### config.mk
export PLATFORM = sky130hd
export DESIGN_NAME = imem_fetch_port
export DESIGN_NICKNAME = d
export VERILOG_FILES = /design/src/rtl/imem_pkg.sv /design/src/rtl/imem_word_ram.sv /design/src/rtl/imem_fetch_port.sv
export SDC_FILE = /design/constraint.sdc
export NUM_CORES = 1
export LEC_CHECK = 0
export ABC_AREA = 1
export ABC_CLOCK_PERIOD_IN_PS = 3350
export CORE_ASPECT_RATIO = 1.4
export CORE_MARGIN = 2
export CORE_UTILIZATION = 50
export CTS_CLUSTER_SIZE = 10
export DETAILED_ROUTE_END_ITERATION = 8
export DONT_BUFFER_PORTS = 1
export SYNTH_ARGS = -nofsm -noshare
export SYNTH_HDL_FRONTEND = slang
export SYNTH_SLANG_ARGS = --single-unit
export TNS_END_PERCENT = 5
### constraint.sdc
create_clock -name clk -period 3.35 [get_ports clk]
set_input_delay 0.5025 -clock clk [delete_from_list [all_inputs] [get_ports clk]]
set_output_delay 0.5025 -clock clk [all_outputs]
set_load 0.03 [all_outputs]
### src/rtl/imem_pkg.sv
// Shared types and defaults for the clocked instruction memory.
package imem_pkg;

  localparam logic [31:0] NOP_WORD_DEFAULT = 32'h0000_0013;

  // Bit 0 is misaligned, bit 1 is out-of-range.
  typedef struct packed {
    logic out_of_range;
    logic misaligned;
  } imem_fault_t;

  typedef enum logic {
    CLEAR = 1'b0,
    RUN   = 1'b1
  } imem_state_t;

endpackage

### src/rtl/imem_word_ram.sv
// Word-organised RAM: one byte-enabled write port, one registered read port.
module imem_word_ram
  import imem_pkg::*;
#(
  parameter int          DEPTH_WORDS = 16,
  parameter int          IDX_W       = 4,
  parameter logic [31:0] RST_WORD    = NOP_WORD_DEFAULT
) (
  input  logic             clk,
  input  logic             rst_n,
  input  logic             we,
  input  logic [IDX_W-1:0] waddr,
  input  logic [31:0]      wdata,
  input  logic [3:0]       be,
  input  logic             re,
  input  logic [IDX_W-1:0] raddr,
  output logic [31:0]      rdata
);

  logic [31:0] mem [DEPTH_WORDS];

  always_ff @(posedge clk) begin
    if (we) begin
      for (int i = 0; i < 4; i++) begin
        if (be[i]) mem[waddr][8*i +: 8] <= wdata[8*i +: 8];
      end
    end
  end

  // The read register holds its value between reads so a stalled response stays stable.
  always_ff @(posedge clk or negedge rst_n) begin
    if (!rst_n)  rdata <= RST_WORD;
    else if (re) rdata <= mem[raddr];
  end

endmodule

### src/rtl/imem_fetch_port.sv
// Instruction memory with a clear sequencer, a side-band program port and a valid/ready fetch port.
module imem_fetch_port
  import imem_pkg::*;
#(
  parameter int          DEPTH_BYTES = 64,
  parameter int          ADDR_W      = 32,
  parameter logic [31:0] NOP_WORD    = NOP_WORD_DEFAULT
) (
  input  logic              clk,
  input  logic              rst_n,
  input  logic              fetch_valid,
  output logic              fetch_ready,
  input  logic [ADDR_W-1:0] fetch_addr,
  output logic              rsp_valid,
  input  logic              rsp_ready,
  output logic [31:0]       rsp_instr,
  output logic [1:0]        rsp_fault,
  input  logic              prog_we,
  output logic              prog_ready,
  input  logic [ADDR_W-1:0] prog_addr,
  input  logic [31:0]       prog_data,
  input  logic [3:0]        prog_be,
  output logic              init_done,
  output logic              fsm_state
);

  localparam int DEPTH_WORDS = DEPTH_BYTES / 4;
  localparam int IDX_W       = $clog2(DEPTH_WORDS);
  localparam int BYTE_W      = $clog2(DEPTH_BYTES);
  localparam logic [ADDR_W-1:0] LIMIT     = ADDR_W'(DEPTH_BYTES);
  localparam logic [IDX_W-1:0]  LAST_WORD = IDX_W'(DEPTH_WORDS - 1);

  // Handshake: a transfer happens on a rising edge where valid and ready are both high;
  // ready never depends on valid, and a raised rsp_valid holds its data until rsp_ready.

  imem_state_t      state, state_next;
  logic [IDX_W-1:0] clr_cnt, clr_cnt_next;
  logic             ram_we, ram_re;
  logic [IDX_W-1:0] ram_waddr;
  logic [31:0]      ram_wdata, ram_rdata;
  logic [3:0]       ram_be;
  logic             prog_oor, accept;
  imem_fault_t      fetch_fault, rsp_fault_q;
  logic             unused_prog_lsbs;

  assign unused_prog_lsbs = ^prog_addr[1:0];

  assign prog_oor                 = (prog_addr >= LIMIT);
  assign fetch_fault.misaligned   = (fetch_addr[1:0] != 2'b00);
  assign fetch_fault.out_of_range = (fetch_addr >= LIMIT);

  assign init_done   = (state == RUN);
  assign prog_ready  = init_done;
  assign fsm_state   = state;
  assign fetch_ready = init_done && !prog_we && (!rsp_valid || rsp_ready);
  assign accept      = fetch_valid && fetch_ready;
  assign ram_re      = accept && (fetch_fault == '0);

  always_ff @(posedge clk or negedge rst_n) begin
    if (!rst_n) begin
      state   <= CLEAR;
      clr_cnt <= '0;
    end else begin
      state   <= state_next;
      clr_cnt <= clr_cnt_next;
    end
  end

  always_comb begin
    state_next   = state;
    clr_cnt_next = clr_cnt;
    ram_we       = 1'b0;
    ram_waddr    = prog_addr[BYTE_W-1:2];
    ram_wdata    = prog_data;
    ram_be       = prog_be;
    case (state)
      CLEAR: begin
        ram_we       = 1'b1;
        ram_waddr    = clr_cnt;
        ram_wdata    = NOP_WORD;
        ram_be       = 4'hF;
        clr_cnt_next = clr_cnt + 1'b1;
        if (clr_cnt == LAST_WORD) state_next = RUN;
      end
      RUN: begin
        ram_we = prog_we && !prog_oor;
      end
      default: state_next = CLEAR;
    endcase
  end

  always_ff @(posedge clk or negedge rst_n) begin
    if (!rst_n) begin
      rsp_valid   <= 1'b0;
      rsp_fault_q <= '0;
    end else if (accept) begin
      rsp_valid   <= 1'b1;
      rsp_fault_q <= fetch_fault;
    end else if (rsp_ready) begin
      rsp_valid   <= 1'b0;
    end
  end

  // A faulted response never reads the RAM; the NOP is substituted here instead.
  assign rsp_instr = (rsp_fault_q != '0) ? NOP_WORD : ram_rdata;
  assign rsp_fault = rsp_fault_q;

  imem_word_ram #(
    .DEPTH_WORDS(DEPTH_WORDS),
    .IDX_W      (IDX_W),
    .RST_WORD   (NOP_WORD)
  ) u_ram (
    .clk  (clk),
    .rst_n(rst_n),
    .we   (ram_we),
    .waddr(ram_waddr),
    .wdata(ram_wdata),
    .be   (ram_be),
    .re   (ram_re),
    .raddr(fetch_addr[BYTE_W-1:2]),
    .rdata(ram_rdata)
  );

endmodule

# Yosys cells after proc, flatten, opt, wreduce, memory -nomap -nowiden
# Memories as Yosys holds them, arrays and structs flattened. A register that Yosys moved wholly into a read port is not among the register bits.
# Cells that the tools add are included.
# totals
regBits	8
out_inout_bits	39
inputBits	105
memories	1
ram_bits	512
# classes
magnitude_cmp	2
mux	21
eq_ne	1
add_sub_neg	1
n_bitwise	1
reduce_logical	14
# memory_table
memory	depth	word_bits	rd	rd_ports_with_merged_regs	wr	line	rtl
u_ram.mem	16	32	1	1	1	imem_word_ram.sv:20	logic [31:0] mem [DEPTH_WORDS];
# ops
cell	n
greater-or-equal comparator 32 x 7 -> 1 bit, second input constant	2
two-way mux 32 bit	2
two-way mux 1 bit	16
two-way mux 4 bit	2
nonzero test 2 bit	3
logical AND 1 bit	5
adder 4 x 1 -> 4 bit, second input constant	1
equality test 4 bit, second input constant	1
logical NOT 1 bit	4
logical NOT 2 bit	1
case mux 1 bit (2 select lines)	1
logical OR 1 bit	1
inverter 1 bit	1

# Depth between registers and ports, before layout
# Gate-level depths: netlist of the first run.
# depth
ltp_word	6
ltp_mapped	12

# Modules after synthesis
# Synthesis of the first run repeated with hierarchy kept, for this count alone.
# hier_totals
cells_unflattened	2169
area_unflattened_um2	23288.6
# modules_own_cells
mod	cells_per_inst	n_inst	area_per_inst_um2	seq_area_each_um2
imem_word_ram	1915	1	22076.2	16179.3
imem_fetch_port	254	1	1212.4	200.2

# Least setup slack after synthesis of the first run
# No wires, ideal clock.
# synth_timing
path_type	flip-flop to flip-flop
from	register state (netlist: fsm_state)
to	memory u_ram.mem[9][0] (enable)
required_time_ns	2.975
arrival_time_ns	1.771
setup_slack_ns	1.203
path_stages_with_launch	8
path_cell_list	dfrtp_1 -> buf_4 -> nor2_1 -> nor2_2 -> inv_2 -> nor2_2 -> nand2_1 -> a21oi_1
# synth_via
elab_chain_cells	4
# synth_rtl
element	line	rtl
from (decl)	imem_fetch_port.sv:36	imem_state_t state, state_next;
from (signal assigned)	imem_fetch_port.sv:64	state <= state_next;
inverter 1 bit or two-way mux 4 bit (tied branches)	n/a	
case mux 1 bit (2 select lines) or two-way mux 1 bit (tied branches)	imem_fetch_port.sv:76, imem_word_ram.sv:25	
two-way mux 1 bit	imem_word_ram.sv:23	if (we) begin
two-way mux 1 bit (implied by the code)	imem_word_ram.sv:25	if (be[i]) mem[waddr][8*i +: 8] <= wdata[8*i +: 8];
to (decl)	imem_word_ram.sv:20	
# Parallel ways exist; a longest one is shown, timed or not.

# Final worst setup path of the first run
# layout_timing
from	register rsp_fault_q, in the netlist rsp_fault[1]
to	output port rsp_instr[0]
# layout_via
elab_chain_cells	2
# layout_rtl
element	line	rtl
from (decl)	imem_fetch_port.sv:43	imem_fault_t fetch_fault, rsp_fault_q;
from (signal assigned)	imem_fetch_port.sv:98	rsp_fault_q <= fetch_fault;
nonzero test 2 bit	imem_fetch_port.sv:105	assign rsp_instr = (rsp_fault_q != '0) ? NOP_WORD : ram_rdata;
two-way mux 32 bit	imem_fetch_port.sv:105	
to (decl)	imem_fetch_port.sv:16	output logic [31:0] rsp_instr,
# No other way between the ends.

==> impl_metrics.json, run 1 <==
{
  "synth_area_per_cell_um2": 10.8,
  "final.setup_skew_ns": 0.0170,
  "cts_tree": "yes",
  "rrSetupSlack_ns": 0.78,
  "cp.required_ns": 2.85,
  "crit_fanout": 19,
  "rr_startpoint": "fsm_state",
  "power.density_nw_per_um2": 546,
  "syn_nets": 2267,
  "dr.pass1.iters": 5,
  "port_buffers": 0,
  "min_period_ns": 2.93,
  "hp-class": "input port to flip-flop",
  "io_pins": 144,
  "syn_inst": 2161,
  "slew_headroom_pct": 43.2,
  "crit_chain": "nor2_1 -> inv_1 -> buf_4 -> or2_2",
  "yosys.area.top_type": "edfxtp_1",
  "clock-sinks": 552,
  "clk_latency_ns": 0.60,
  "r2r_end": "u_ram.mem[9][19]",
  "grt_pass1_wl_um": 86900,
  "cts_max_path_buffers": 3,
  "r2r_cells": 8,
  "fp.coreArea_um2": 46000,
  "vdd_drop_max_mv": 0.370,
  "p_total_mw": 14.1,
  "topRoutingLayerUsed": "met4",
  "cp_slowest_cell": "inv_1",
  "fp.dieW_um": 186,
  "slew_violations": 0,
  "wl_met2_um": 27800,
  "synth_seq_cells": 552,
  "drt_iter0_markers": 1349,
  "vias_per_cell": 5.40,
  "start_util_pct": 50.6,
  "max_freq_mhz": 341,
  "run_status": "finished clean",
  "cp.arrival_ns": 2.43,
  "wirelength_um": 56500,
  "cts_root_buf": "clkbuf_16",
  "synth_area_leaders": "edfxtp_1 66%, nand2_1 13%, nand3_1 8.4%",
  "ys_warn_count": 0,
  "vias": 15400,
  "grt_pass1_vias": 15200,
  "min-delay-start": "fetch_addr[5]",
  "grt_max_degree": 258,
  "routabilityCongestion": 0.799,
  "dieArea_um2": 48300,
  "insertedDiodeCount": 0,
  "areaGrowthSynthToFinish_pct": 10.9,
  "nets": 2285,
  "final_cell_mix": "834 x nand2_1, 512 x edfxtp_1, 390 x nand3_1",
  "cts-buffers-inserted": 61,
  "clk_pin_slew_ns": 0.06,
  "p_leak_nw": 9.77,
  "cp-end-kind": "output port",
  "max_cap_viol_count": 0,
  "drt-met1-wl_um": 23200,
  "finalSetupViolCount": 0,
  "antenna_found_initial": 0,
  "tightest_slew_ns": 0.850,
  "die_y_um": 259,
  "dp_hpwl_um": 33100,
  "antenna_violating_nets_post_route": 0,
  "mostFrequentLayoutCell": "nand2_1",
  "cts_max_level": 2,
  "whs_path_depth": 4,
  "ys_seq_area_share_pct": 70.4,
  "critPathLaunchType": "flip-flop",
  "final_core_util_pct": 56.2,
  "fin_tns_setup_ns": 0,
  "grt_usage_pct": 23.5,
  "hold_end": "u_ram.rdata[0]",
  "crit_type": "flip-flop to output port",
  "drive_above_1_share_pct": 7.64,
  "synth_top_area_share_pct": 66.1,
  "syn_area_um2": 23300,
  "rsz0062_at_grt": "false",
  "drc": 0,
  "wl_per_cell_um": 19.9,
  "dr_wl_met3_um": 3650,
  "slowest_delay_ns": 0.60,
  "overflow": 0,
  "hold_viol_final": 0,
  "whs_ns": 0.122,
  "synthDistinctLibCells": 23,
  "min_period_over_period_pct": 87.5,
  "std_cell_rows": 93
}
-- critical path, delay by kind of cell, from the launching register on --
family                 cells  cell delay [ns]
DFF                        1             0.53
and+or+nand+nor            2             0.34
buffers and inverters      2             0.95
-- cell families after synthesis --
group                      synth area share, %
xor gates and xnor gates                0.0753
adders and majority gates               0.0538
AOI/OAI and AO/OA                         1.61
DFF                                       70.4
and+or+nand+nor                           23.7
buffers and inverters                     4.19
-- power by group --
| part | switching, mW | internal (mW) | leakage (nW) | total, mW |
|---|---|---|---|---|
| Sequential | 0.0149 | 7.54 | 5.14 | 7.55 |
| Clock | 2.50 | 3.38 | 0.812 | 5.89 |
| Combinational | 0.479 | 0.183 | 3.83 | 0.662 |
-- sequential cells by signal (all words and copies together) (netlist names) --
name         flops
rsp_valid        1
u_ram.mem      512
clr_cnt          4
rsp_fault        2
fsm_state        1
u_ram.rdata     32
-- synthesized netlist by cell type --
library cell	instances
edfxtp_1	512
o21ai_2	1
nand3_1	390
a21oi_1	65
or2_2	6
buf_1	8
inv_1	69
nor2_1	85
xor2_1	1
o21ai_0	6
nand2_1	834
buf_4	33
dfstp_2	3
nor2_2	6
o21ai_1	2
nand4_1	5
buf_2	66
nand2_2	1
inv_2	5
clkbuf_1	24
xnor2_1	1
dfrtp_1	37
ha_1	1
-- stage by stage --
step / std cells / area, um^2 / worst slack [ns]
5_1_grt: 2842 / 25800 / 0.268
4_1_cts: 2842 / 25800 / 0.350
2_1_floorplan: 2161 / 23300 / 1.20
3_5_place_dp: 2730 / 24000 / 0.801
6_report: 2842 / 25800 / 0.419
3_3_place_gp: 2730 / 24000 / 0.851
-- timing repair --
| action | 4_1_cts | 5_1_grt |
|---|---|---|
| resized for setup | 0 | 0 |
| buffers inserted | 0 | 0 |
| hold endpoints to repair | 41 | 0 |
| hold buffers | 3 | 0 |
-- worst max-delay path by stage --
stage	start	slack, ns	endpoint	cells past startpoint
6_report	rsp_fault[1]	0.42	rsp_instr[0]	4
5_1_grt	rsp_fault[1]	0.27	rsp_instr[0]	4
4_1_cts	rsp_fault[1]	0.35	rsp_instr[0]	4
3_5_place_dp	fsm_state	0.80	u_ram.mem[9][19]	8
3_3_place_gp	fsm_state	0.85	u_ram.mem[9][16]	8
2_1_floorplan	fsm_state	1.20	u_ram.mem[9][0]	7
-- cell type report --
class / instances / area, um^2
inverter: 74 / 285
fill: 3888 / 20200
timing repair buffer: 86 / 733
multi-input combinational: 1404 / 5920
clock buffer: 108 / 1700
tap: 617 / 772
sequential: 552 / 16400
clock inverter: 1 / 8.76
-- per-layer routing --
layer  vias up  global-route usage, %
li1       7386                      -
met5         -                      0
met4         0                   8.89
met3       126                   3.19
met1      7316                   30.5
met2       528                   40.6
No activity file was read; power rests on OpenSTA's default activity.
==> inputs of run 2 (changes only) <==
- CELL_PAD_IN_SITES_DETAIL_PLACEMENT: unset -> 0
- CELL_PAD_IN_SITES_GLOBAL_PLACEMENT: unset -> 1
- PLACE_DENSITY_LB_ADDON: unset -> 0.1
- RECOVER_POWER: unset -> 25
==> impl_metrics.json, run 2 (synthesis gave the netlist of run 1 again) <==
{
  "tightest_slew_ns": 1.24,
  "port_buffers": 0,
  "cts_max_level": 2,
  "routabilityCongestion": 0.784,
  "dieArea_um2": 48300,
  "cp_slowest_cell": "inv_1",
  "run_status": "finished clean",
  "cts_setup_buffers": 0,
  "drive_above_1_share_pct": 7.36,
  "power.density_nw_per_um2": 548,
  "slew_headroom_pct": 17.1,
  "max_cap_viol_count": 0,
  "cts_root_buf": "clkbuf_16",
  "min_period_over_period_pct": 87.2,
  "antenna_found_initial": 2,
  "max_freq_mhz": 342,
  "cp-endpoint": "rsp_instr[6]",
  "fill_cells": 3904,
  "vias": 15400,
  "cp.arrival_ns": 2.42,
  "rrSetupSlack_ns": 0.63,
  "critPathLaunchType": "flip-flop",
  "cts_tree": "yes",
  "crit_fanout": 32,
  "cp-end-kind": "output port",
  "rsz0062_at_grt": "false",
  "slowest_delay_ns": 0.81,
  "reg_top3": "u_ram.mem x512, u_ram.rdata x32, clr_cnt x4",
  "antenna_violating_nets_post_route": 0,
  "final_cells": 2848,
  "dp_cells": 2731,
  "p_leak_nw": 9.78,
  "grt_pass1_wl_um": 89500,
  "std_cell_rows": 93,
  "wirelength_um": 58800,
  "grt_usage_pct": 24.4,
  "areaGrowthSynthToFinish_pct": 11.0,
  "fp.dieW_um": 186,
  "crit_chain": "nor2_1 -> inv_1 -> nor2_1",
  "wl_per_cell_um": 20.6,
  "fin_tns_setup_ns": 0,
  "io_pins": 144,
  "overflow": 0,
  "dp_hpwl_um": 34000,
  "cts_max_path_buffers": 3,
  "clk_latency_ns": 0.59,
  "clk_pin_slew_ns": 0.06,
  "grt_max_degree": 258,
  "cts-buffers-inserted": 61,
  "finalSetupViolCount": 0,
  "crit_start": "rsp_fault[1]",
  "final.setup_skew_ns": 0.0209,
  "rr_startpoint": "fsm_state",
  "final_cell_mix": "835 x nand2_1, 512 x edfxtp_1, 390 x nand3_1",
  "nets": 2286,
  "hold_viol_final": 0,
  "whs_path_depth": 4,
  "largest_register": "u_ram.mem",
  "final_core_util_pct": 56.2,
  "r2r_cells": 8,
  "p_total_mw": 14.2,
  "die_y_um": 259,
  "crit_top_cell": "nor2_1",
  "start_util_pct": 50.6,
  "largest_register_ffs": 512,
  "fp.coreArea_um2": 46000,
  "min_period_ns": 2.92,
  "crit_type": "flip-flop to output port",
  "slew_violations": 0,
  "grt_pass1_vias": 14900,
  "mostFrequentLayoutCell": "nand2_1",
  "vdd_drop_max_mv": 0.459,
  "drt_iter0_markers": 1240,
  "drc": 0,
  "vias_per_cell": 5.40,
  "cp.required_ns": 2.85,
  "clock-sinks": 552,
  "r2r_end": "u_ram.rdata[27]",
  "dr.pass1.iters": 5,
  "hp-class": "input port to flip-flop"
}
[run 2: power by group]
part           switching [mW]  internal (mW)
combinational           0.491          0.183
sequential             0.0148           7.54
clock                    2.54           3.40
total                    3.05           11.1
[run 2: layer usage]
metal | up-vias | track usage (%) | wire (um)
li1 | 7386 | - | -
met1 | 7401 | 32.4 | 24500
met2 | 506 | 41.7 | 29300
met3 | 95 | 3.54 | 3510
met4 | 2 | 7.87 | 1440
met5 | - | 0 | 10
[run 2: area by class of cell]
cell class                 count  area (um^2)  area share [%]
clock buffer                 111         1710            6.64
tap                          617          772            2.99
inverter                      74          285            1.10
timing repair buffer          87          749            2.90
sequential                   552        16400            63.4
antenna                        2         5.00          0.0194
multi-input combinational   1404         5910            22.9
clock inverter                 1         8.76          0.0339
[run 2: repair_timing]
| action | CTS | global route |
|---|---|---|
| gates resized for setup | 0 | 0 |
| setup endpoints to repair | 0 | 0 |
| hold buffers | 3 | 0 |
| hold endpoints to repair | 41 | 0 |
[run 2: critical path: cells and delay by family, from the launching register on]
family	cells	cell delay, ns
buffers and inverters	1	0.81
flip-flops	1	0.54
AND/OR/NAND/NOR	2	0.48
[run 2: worst min-delay path by stage]
stage             startpoint               to  slack, ns
4_1_cts        fetch_addr[5]  u_ram.rdata[16]       0.12
5_1_grt        fetch_addr[5]  u_ram.rdata[22]       0.16
3_3_place_gp           rst_n  u_ram.rdata[21]       0.21
2_1_floorplan          rst_n       clr_cnt[0]       0.21
6_report       fetch_addr[5]  u_ram.rdata[16]       0.14
3_5_place_dp           rst_n  u_ram.rdata[21]       0.21
[run 2: stage by stage]
stage                     setup WS, ns  hold WS, ns  area [um^2]
final                            0.430        0.142        25800
after detailed placement         0.769        0.209        24100
after CTS                        0.340        0.123        25800
after global routing             0.136        0.158        25800
after floorplan                   1.20        0.207        23300
after global placement           0.826        0.209        24100
